==> src/rtl/m_shr_arbiter_pkg.sv <==
// Shared Kestrel-2 bus definitions: arbiter state
// encodings and the default bus watchdog limit.
package m_shr_arbiter_pkg;

    localparam logic [1:0] ST_IDLE = 2'd0;
    localparam logic [1:0] ST_GNT0 = 2'd1;
    localparam logic [1:0] ST_GNT1 = 2'd2;

    localparam int unsigned TIMEOUT_DEF = 15;

endpackage

==> src/rtl/m_bus_watchdog.sv <==
// Bus wait counter: counts un-acked strobe cycles and
// flags the cycle on which the limit is reached.
module m_bus_watchdog
    import m_shr_arbiter_pkg::*;
#(
    parameter int unsigned TIMEOUT = TIMEOUT_DEF
) (
    input  logic clk,
    input  logic rst_n,
    input  logic stb,
    input  logic ack,
    input  logic clr,
    output logic expire
);

    localparam logic [7:0] LIMIT = 8'(TIMEOUT - 1);

    logic [7:0] r_cnt;

    always_ff @(posedge clk or negedge rst_n) begin
        if (!rst_n) begin
            r_cnt <= 8'd0;
        end else if (ack || !stb || clr) begin
            r_cnt <= 8'd0;
        end else begin
            r_cnt <= r_cnt + 8'd1;
        end
    end

    assign expire = stb && !ack && (r_cnt == LIMIT);

endmodule

==> src/rtl/m_shr_arbiter.sv <==
// Two-master Wishbone arbiter onto the shared Kestrel-2 bus
// (m0 = video fetch, m1 = J1 CPU) with a bus watchdog.
module m_shr_arbiter
    import m_shr_arbiter_pkg::*;
#(
    parameter int unsigned TIMEOUT = TIMEOUT_DEF
) (
    input  logic        sys_clk_i,
    input  logic        sys_res_i,
    input  logic        m0_cyc_i,
    input  logic        m0_stb_i,
    input  logic        m0_we_i,
    input  logic [15:1] m0_adr_i,
    input  logic [15:0] m0_dat_i,
    output logic        m0_ack_o,
    output logic        m0_err_o,
    output logic [15:0] m0_dat_o,
    input  logic        m1_cyc_i,
    input  logic        m1_stb_i,
    input  logic        m1_we_i,
    input  logic [15:1] m1_adr_i,
    input  logic [15:0] m1_dat_i,
    output logic        m1_ack_o,
    output logic        m1_err_o,
    output logic [15:0] m1_dat_o,
    output logic        s_cyc_o,
    output logic        s_stb_o,
    output logic        s_we_o,
    output logic [15:1] s_adr_o,
    output logic [15:0] s_dat_o,
    input  logic        s_ack_i,
    input  logic [15:0] s_dat_i,
    output logic [1:0]  gnt_o
);

    logic [1:0] r_state;
    logic [1:0] w_next;
    logic       r_last;
    logic       w_g0;
    logic       w_g1;
    logic       w_expire;
    logic       w_clr;

    assign w_g0 = (r_state == ST_GNT0);
    assign w_g1 = (r_state == ST_GNT1);

    // Watchdog restarts whenever the grant is about to move.
    assign w_clr = (w_next != r_state);

    m_bus_watchdog #(
        .TIMEOUT(TIMEOUT)
    ) u_wdog (
        .clk   (sys_clk_i),
        .rst_n (sys_res_i),
        .stb   (s_stb_o),
        .ack   (s_ack_i),
        .clr   (w_clr),
        .expire(w_expire)
    );

    always_comb begin
        w_next = r_state;
        unique case (r_state)
            ST_IDLE: begin
                if (m0_cyc_i && m1_cyc_i) begin
                    w_next = r_last ? ST_GNT0 : ST_GNT1;
                end else if (m0_cyc_i) begin
                    w_next = ST_GNT0;
                end else if (m1_cyc_i) begin
                    w_next = ST_GNT1;
                end else begin
                    w_next = ST_IDLE;
                end
            end
            ST_GNT0: begin
                if (w_expire) begin
                    w_next = ST_IDLE;
                end else if (m0_cyc_i) begin
                    w_next = ST_GNT0;
                end else if (m1_cyc_i) begin
                    w_next = ST_GNT1;
                end else begin
                    w_next = ST_IDLE;
                end
            end
            ST_GNT1: begin
                if (w_expire) begin
                    w_next = ST_IDLE;
                end else if (m1_cyc_i) begin
                    w_next = ST_GNT1;
                end else if (m0_cyc_i) begin
                    w_next = ST_GNT0;
                end else begin
                    w_next = ST_IDLE;
                end
            end
            default: w_next = ST_IDLE;
        endcase
    end

    always_ff @(posedge sys_clk_i or negedge sys_res_i) begin
        if (!sys_res_i) begin
            r_state <= ST_IDLE;
            r_last  <= 1'b1;
        end else begin
            r_state <= w_next;
            if (w_g0 && (w_next != ST_GNT0)) begin
                r_last <= 1'b0;
            end else if (w_g1 && (w_next != ST_GNT1)) begin
                r_last <= 1'b1;
            end
        end
    end

    // Bus side depends only on state and master inputs, never on s_ack_i.
    always_comb begin
        s_cyc_o = 1'b0;
        s_stb_o = 1'b0;
        s_we_o  = 1'b0;
        s_adr_o = '0;
        s_dat_o = '0;
        if (w_g0) begin
            s_cyc_o = m0_cyc_i;
            s_stb_o = m0_stb_i;
            s_we_o  = m0_we_i;
            s_adr_o = m0_adr_i;
            s_dat_o = m0_dat_i;
        end else if (w_g1) begin
            s_cyc_o = m1_cyc_i;
            s_stb_o = m1_stb_i;
            s_we_o  = m1_we_i;
            s_adr_o = m1_adr_i;
            s_dat_o = m1_dat_i;
        end
    end

    assign m0_ack_o = w_g0 && m0_stb_i && s_ack_i;
    assign m1_ack_o = w_g1 && m1_stb_i && s_ack_i;
    assign m0_err_o = w_g0 && w_expire;
    assign m1_err_o = w_g1 && w_expire;
    assign m0_dat_o = w_g0 ? s_dat_i : 16'h0000;
    assign m1_dat_o = w_g1 ? s_dat_i : 16'h0000;
    assign gnt_o    = {w_g1, w_g0};

endmodule

==> config.mk <==
export PLATFORM = sky130hd
export DESIGN_NAME = m_shr_arbiter
export DESIGN_NICKNAME = d
export VERILOG_FILES = /design/src/rtl/m_shr_arbiter_pkg.sv /design/src/rtl/m_bus_watchdog.sv /design/src/rtl/m_shr_arbiter.sv
export SDC_FILE = /design/constraint.sdc
export NUM_CORES = 1
export LEC_CHECK = 0
export CAP_MARGIN = 20
export CORE_MARGIN = 2
export CORE_UTILIZATION = 28
export DETAILED_ROUTE_END_ITERATION = 10
export GPL_TIMING_DRIVEN = 0
export MAX_ROUTING_LAYER = met4
export PLACE_DENSITY = 0.88
export RECOVER_POWER = 50
export SYNTH_ARGS = -nofsm -noshare
export SYNTH_HDL_FRONTEND = slang
export SYNTH_SLANG_ARGS = --single-unit
==> constraint.sdc <==
create_clock -name sys_clk_i -period 4.2 [get_ports sys_clk_i]
set_input_delay 1.05 -clock sys_clk_i [delete_from_list [all_inputs] [get_ports sys_clk_i]]
set_output_delay 1.05 -clock sys_clk_i [all_outputs]
set_load 0.01 [all_outputs]
Yosys cells after proc, flatten, opt, wreduce, memory -nomap -nowiden --
Cells that the tools add are included.
Storage, ports and cells: register bits 11, input port bits 87, output and inout port bits 72, word-level logic and storage cells 51
Operators by class: $add $sub $neg 1, equal/unequal tests 6, mux-type cells 24, reductions and logical operators 17
Operator list (number):
- 16-bit 2-to-1 mux | 4
- 15-bit 2-to-1 mux | 2
- 2-bit 2-to-1 mux | 7
- 1-bit logical AND | 11
- 1-bit 2-to-1 mux | 9
- 8-bit by 1-bit adder with 8-bit output (second input constant) | 1
- 8-bit by 4-bit equality test with 1-bit output (second input constant) | 1
- 8-bit 2-to-1 mux | 1
- 2-bit one-hot mux with 3 select lines | 1
- 2-bit by 1-bit equality test with 1-bit output (second input constant) | 1
- 2-bit equality test (second input constant) | 1
- 1-bit logical NOT | 2
- 2-bit logical NOT | 1
- 1-bit logical OR | 2
- 2-bit by 1-bit inequality test with 1-bit output (second input constant) | 1
- 2-bit inequality test | 1
- 2-bit inequality test (second input constant) | 1
- 2-bit nonzero test | 1

Longest topological paths before layout --
depth in word-level cells 11, depth in mapped cells 6, gate-level depth less buffers 6

Modules after synthesis --
A second synthesis with hierarchy kept.
Second synthesis, totals: cells, all modules 143, area, all modules 1222.4 um^2
Modules (own cells, without submodules):
- m_shr_arbiter | instances 1, cells each 102, area an instance 823.3 um^2, sequential area each 76.3 um^2
- m_bus_watchdog | instances 1, cells each 41, area an instance 399.1 um^2, sequential area each 200.2 um^2

Least setup slack after synthesis --
OpenSTA, ideal clock, no wires.
kind input to output, start input port m1_stb_i, end output port m0_err_o, arrival time 1.758 ns, data required time 3.150 ns, slack 1.392 ns, stages on the path 4, path buffers 0, cells stage by stage nor2b_1 > a32oi_2 > or2_2 > nor2_1
Between the ends: cells in the longest elaborated chain, start to end 5
RTL lines:
- start: declaration | RTL line m_shr_arbiter.sv:19 | input logic m1_stb_i,
- 1-bit 2-to-1 mux | RTL line m_shr_arbiter.sv:128 | end else if (w_g1) begin
- 1-bit 2-to-1 mux | RTL line m_shr_arbiter.sv:122 | if (w_g0) begin
- 1-bit logical AND (2 in a row) | RTL line m_bus_watchdog.sv:30 | assign expire = stb && !ack && (r_cnt == LIMIT);
- 1-bit logical AND | RTL line m_shr_arbiter.sv:139 | assign m0_err_o = w_g0 && w_expire;
- end: declaration | RTL line m_shr_arbiter.sv:16 | output logic m0_err_o,
No other way between the ends.

Worst setup path in the final report --
start input port m1_stb_i, end output port m1_err_o
Between the ends: cells in the longest elaborated chain, start to end 5
RTL lines:
- 1-bit 2-to-1 mux | RTL line m_shr_arbiter.sv:128
- 1-bit 2-to-1 mux | RTL line m_shr_arbiter.sv:122
- 1-bit logical AND (2 in a row) | RTL line m_bus_watchdog.sv:30
- 1-bit logical AND | RTL line m_shr_arbiter.sv:140 | assign m1_err_o = w_g1 && w_expire;
- end: declaration | RTL line m_shr_arbiter.sv:24 | output logic m1_err_o,
No other way between the ends.

==> impl_results.md <==
* Area Growth Syn to Fin at 135%
* Core Footprint at 4290 µm²
* Final period utilization at 0.939
* Sw Share at 0.417
* Crit path cell chain: dlygate4sd3_1 > nor2b_1 > a32oi_1 > or2_2 > nor2_1 > clkdlybuf4s50_1
* Wirelength per Cell at 18.4 µm
* Worst Tran Pin Value at 0.661 ns
* Synth area leaders: a22o_1, dfrtp_1, and2_1
* Gate power share at 0.815
* Yosys cell types at 33
* Worst Path Arrival at 2.89 ns
* Final setup viols at 0
* Crit-path slowest cell: dlygate4sd3_1
* TNS Setup at 0 ns
* Cell Pwr Density at 470 nW/µm²
* Max Cap Violations at 0
* Max_slew headroom at 0.547
* GRT met3 Usage at 0.121
* Critical Path Source Type: input port
* Routability cong. at 0.784
* Mapped Area at 1240 µm²
* Commonest non-fill, non-tap cell in the layout: clkdlybuf4s50_1
* Num CTS Buffers at 3
* Iteration-0 DRC Markers at 115
* #FFs+latches synth at 11
* Pin count of the biggest net entering global routing at 12
* Vias in the first global route at 1819
* Final Critical Period at 3.94 ns
* Peak VDD IR at 282 µV
* All-Layer GR Usage at 0.269
* First-pass GRT wire length at 10.1 mm
* Detailed Route WL at 6.71 mm
* Final ANT Viol Nets at 0
* Area share of the leading cell type in the synthesized netlist at 0.227
* Fin nets at 403
* Syn nets at 240
* Delay-heaviest family, CP: buffers and inverters
* CTS H-tree depth at 1
* Status: complete, no violations
* Std-Cell Rows at 24
* Critical path required time at 3.15 ns
* DP HPWL at 5.59 mm
* Hold Path Class: register to register
* Switching Power at 0.569 mW
* Fmax at 254 MHz
* Reg clk slew, reported paths at 0.05 ns
* Sequential Power Share at 0.109
* Setup Skew at 0.00399 ns
* Worst-path maximum fanout at 4
* GR Util met1 at 0.320
* Sequential share of the synthesized area at 0.224
* Post-cts resize count at 0
* Busiest grt layer: met2
* Clock Latency Late Sink at 0.24 ns
* Clk sink count at 11
* Post-CTS Hold Buffers at 0
* Worst setup EP type: output port
* Diodes inserted at 0
* Die ar. at 4960 µm²
* Initial core utilization at 0.288
* CP Buf/Inv Count at 2
* Hold Violations, Final at 0
* Root buffer cell: clkbuf_8
* # DRC at 0
* RSZ-0062 raised after global routing: false
* Leak at 1.20 nW
* Drt pass-1 iters at 4
* Post-CTS setup buffer count at 0
* Synth warn at 0
* Dominant cell type by area after synthesis: a22o_1
* Clock network power share at 0.077
* Vias at 1836
* Fraction of layout cells with a size suffix above 1 at 0.0319
* M2 GR Usage at 0.431
* TritonCTS clock tree: done
* Syn Area/Cell at 8.19 µm²
* Chip width at 70.4 µm
* Maximum root-to-sink buffer count at 2
* Commonest cells after routing, fill and taps aside: clkdlybuf4s50_1, a22o_1, and2_1
* Routed vias/inst at 5.03
* IO buf count at 158
* Max-slew violations at 0
* CP Class: input port to output port
* Crit path largest cell delay at 0.57 ns
* Mapped Cells at 151
* Initial antenna violation count at 0
* Util after Layout at 0.675
* Overflow after GRT at 0
* Internal power at 0.794 mW
* I/O pin total at 159
* Die height at 70.4 µm
-- power by group through the flow --
stage               registers, mW  logic [mW]  clock network (mW)
finish                      0.148        1.11               0.104
global route                0.149        1.18               0.111
CTS                         0.149        1.15               0.108
detailed placement          0.151        1.14                   0
global placement            0.148        1.13                   0
floorplan                   0.145       0.517                   0
-- worst register-to-register path, delay by kind of cell (launching register included) --
kind / cells / cell delay [ns]
simple gates: 2 / 0.39
mux: 1 / 0.62
buf+inv: 1 / 0.20
flops: 1 / 0.48
compound gates: 2 / 0.42
-- cell families (layout without fill, tap and decap cells) --
family,Yosys count,after routing,share of synthesized area
AND/OR/NAND/NOR,66,66,0.310
AO/OA/AOI/OAI,46,46,0.322
buffers and inverters,19,181,0.0638
flip-flops,11,11,0.224
XOR/XNOR,6,6,0.0425
adder cells (fa/ha/maj),2,2,0.0202
multiplexers,1,1,0.0182
-- path summary, 6_finish.rpt --
check	depth (start not counted)	from	to	slack (ns)
setup / recovery	6	m1_stb_i	m1_err_o	0.26
hold / removal	2	r_last$_DFFE_PN1P_	r_last$_DFFE_PN1P_	0.52
setup reg to reg	6	r_state[0]$_DFF_PN0_	u_wdog.r_cnt[6]$_DFF_PN0_	1.94
hold reg to reg	2	r_last$_DFFE_PN1P_	r_last$_DFFE_PN1P_	0.52
max in group asynchronous	1	sys_res_i	r_last$_DFFE_PN1P_	2.63
min in group asynchronous	1	sys_res_i	r_state[0]$_DFF_PN0_	1.21
-- routing by layer --
metal | vias to the layer above | share of wire
li1 | 879 | -
met1 | 845 | 0.41
met2 | 104 | 0.46
met3 | 8 | 0.12
met4 | 0 | 0.0091
met5 | - | 0
-- flip-flops by register name, summed over array words and instances, names as in the netlist --
name	cells
r_last	1
r_state	2
u_wdog.r_cnt	8
-- layout make-up --
cell class	instances	area (µm²)
multi-input cells	121	853
well taps	52	65.1
fillers	355	1390
inverters	7	26.3
flip-flops and latches	11	277
clock buffers	4	45.0
plain buffers	12	52.6
repair buffers	158	1580
-- synthesized netlist by cell type (all sizes together) --
cell type and count:
a32oi 1, o2111a 1, nor3 9, ha 2
nand2b 2, xor2 5, o31a 1, a21o 1
and2 34, a21oi 2, dfrtp 10, nand3 1
inv 7, o41ai 1, o21ai 4, a22o 32
xnor2 1, buf 2, mux2i 1, o211ai 1
or2 1, nor2 6, clkbuf 10, nand2 5
dfstp 1, nand4 5, nor2b 1, and3 2
a311o 1, a31o 1
-- stage by stage --
stage / cell area [µm²] / power [mW] / std cells / setup slack, ns / hold slack, ns
2_1_floorplan: 1240 / 0.662 / 151 / 1.39 / 0.488
3_3_place_gp: 2880 / 1.28 / 361 / 0.366 / 0.508
3_5_place_dp: 2880 / 1.29 / 361 / 0.337 / 0.514
4_1_cts: 2930 / 1.41 / 365 / 0.337 / 0.522
5_1_grt: 2900 / 1.44 / 365 / 0.140 / 0.537
6_report: 2900 / 1.36 / 365 / 0.256 / 0.521
Note: power is estimated with default switching activity, not from simulation.
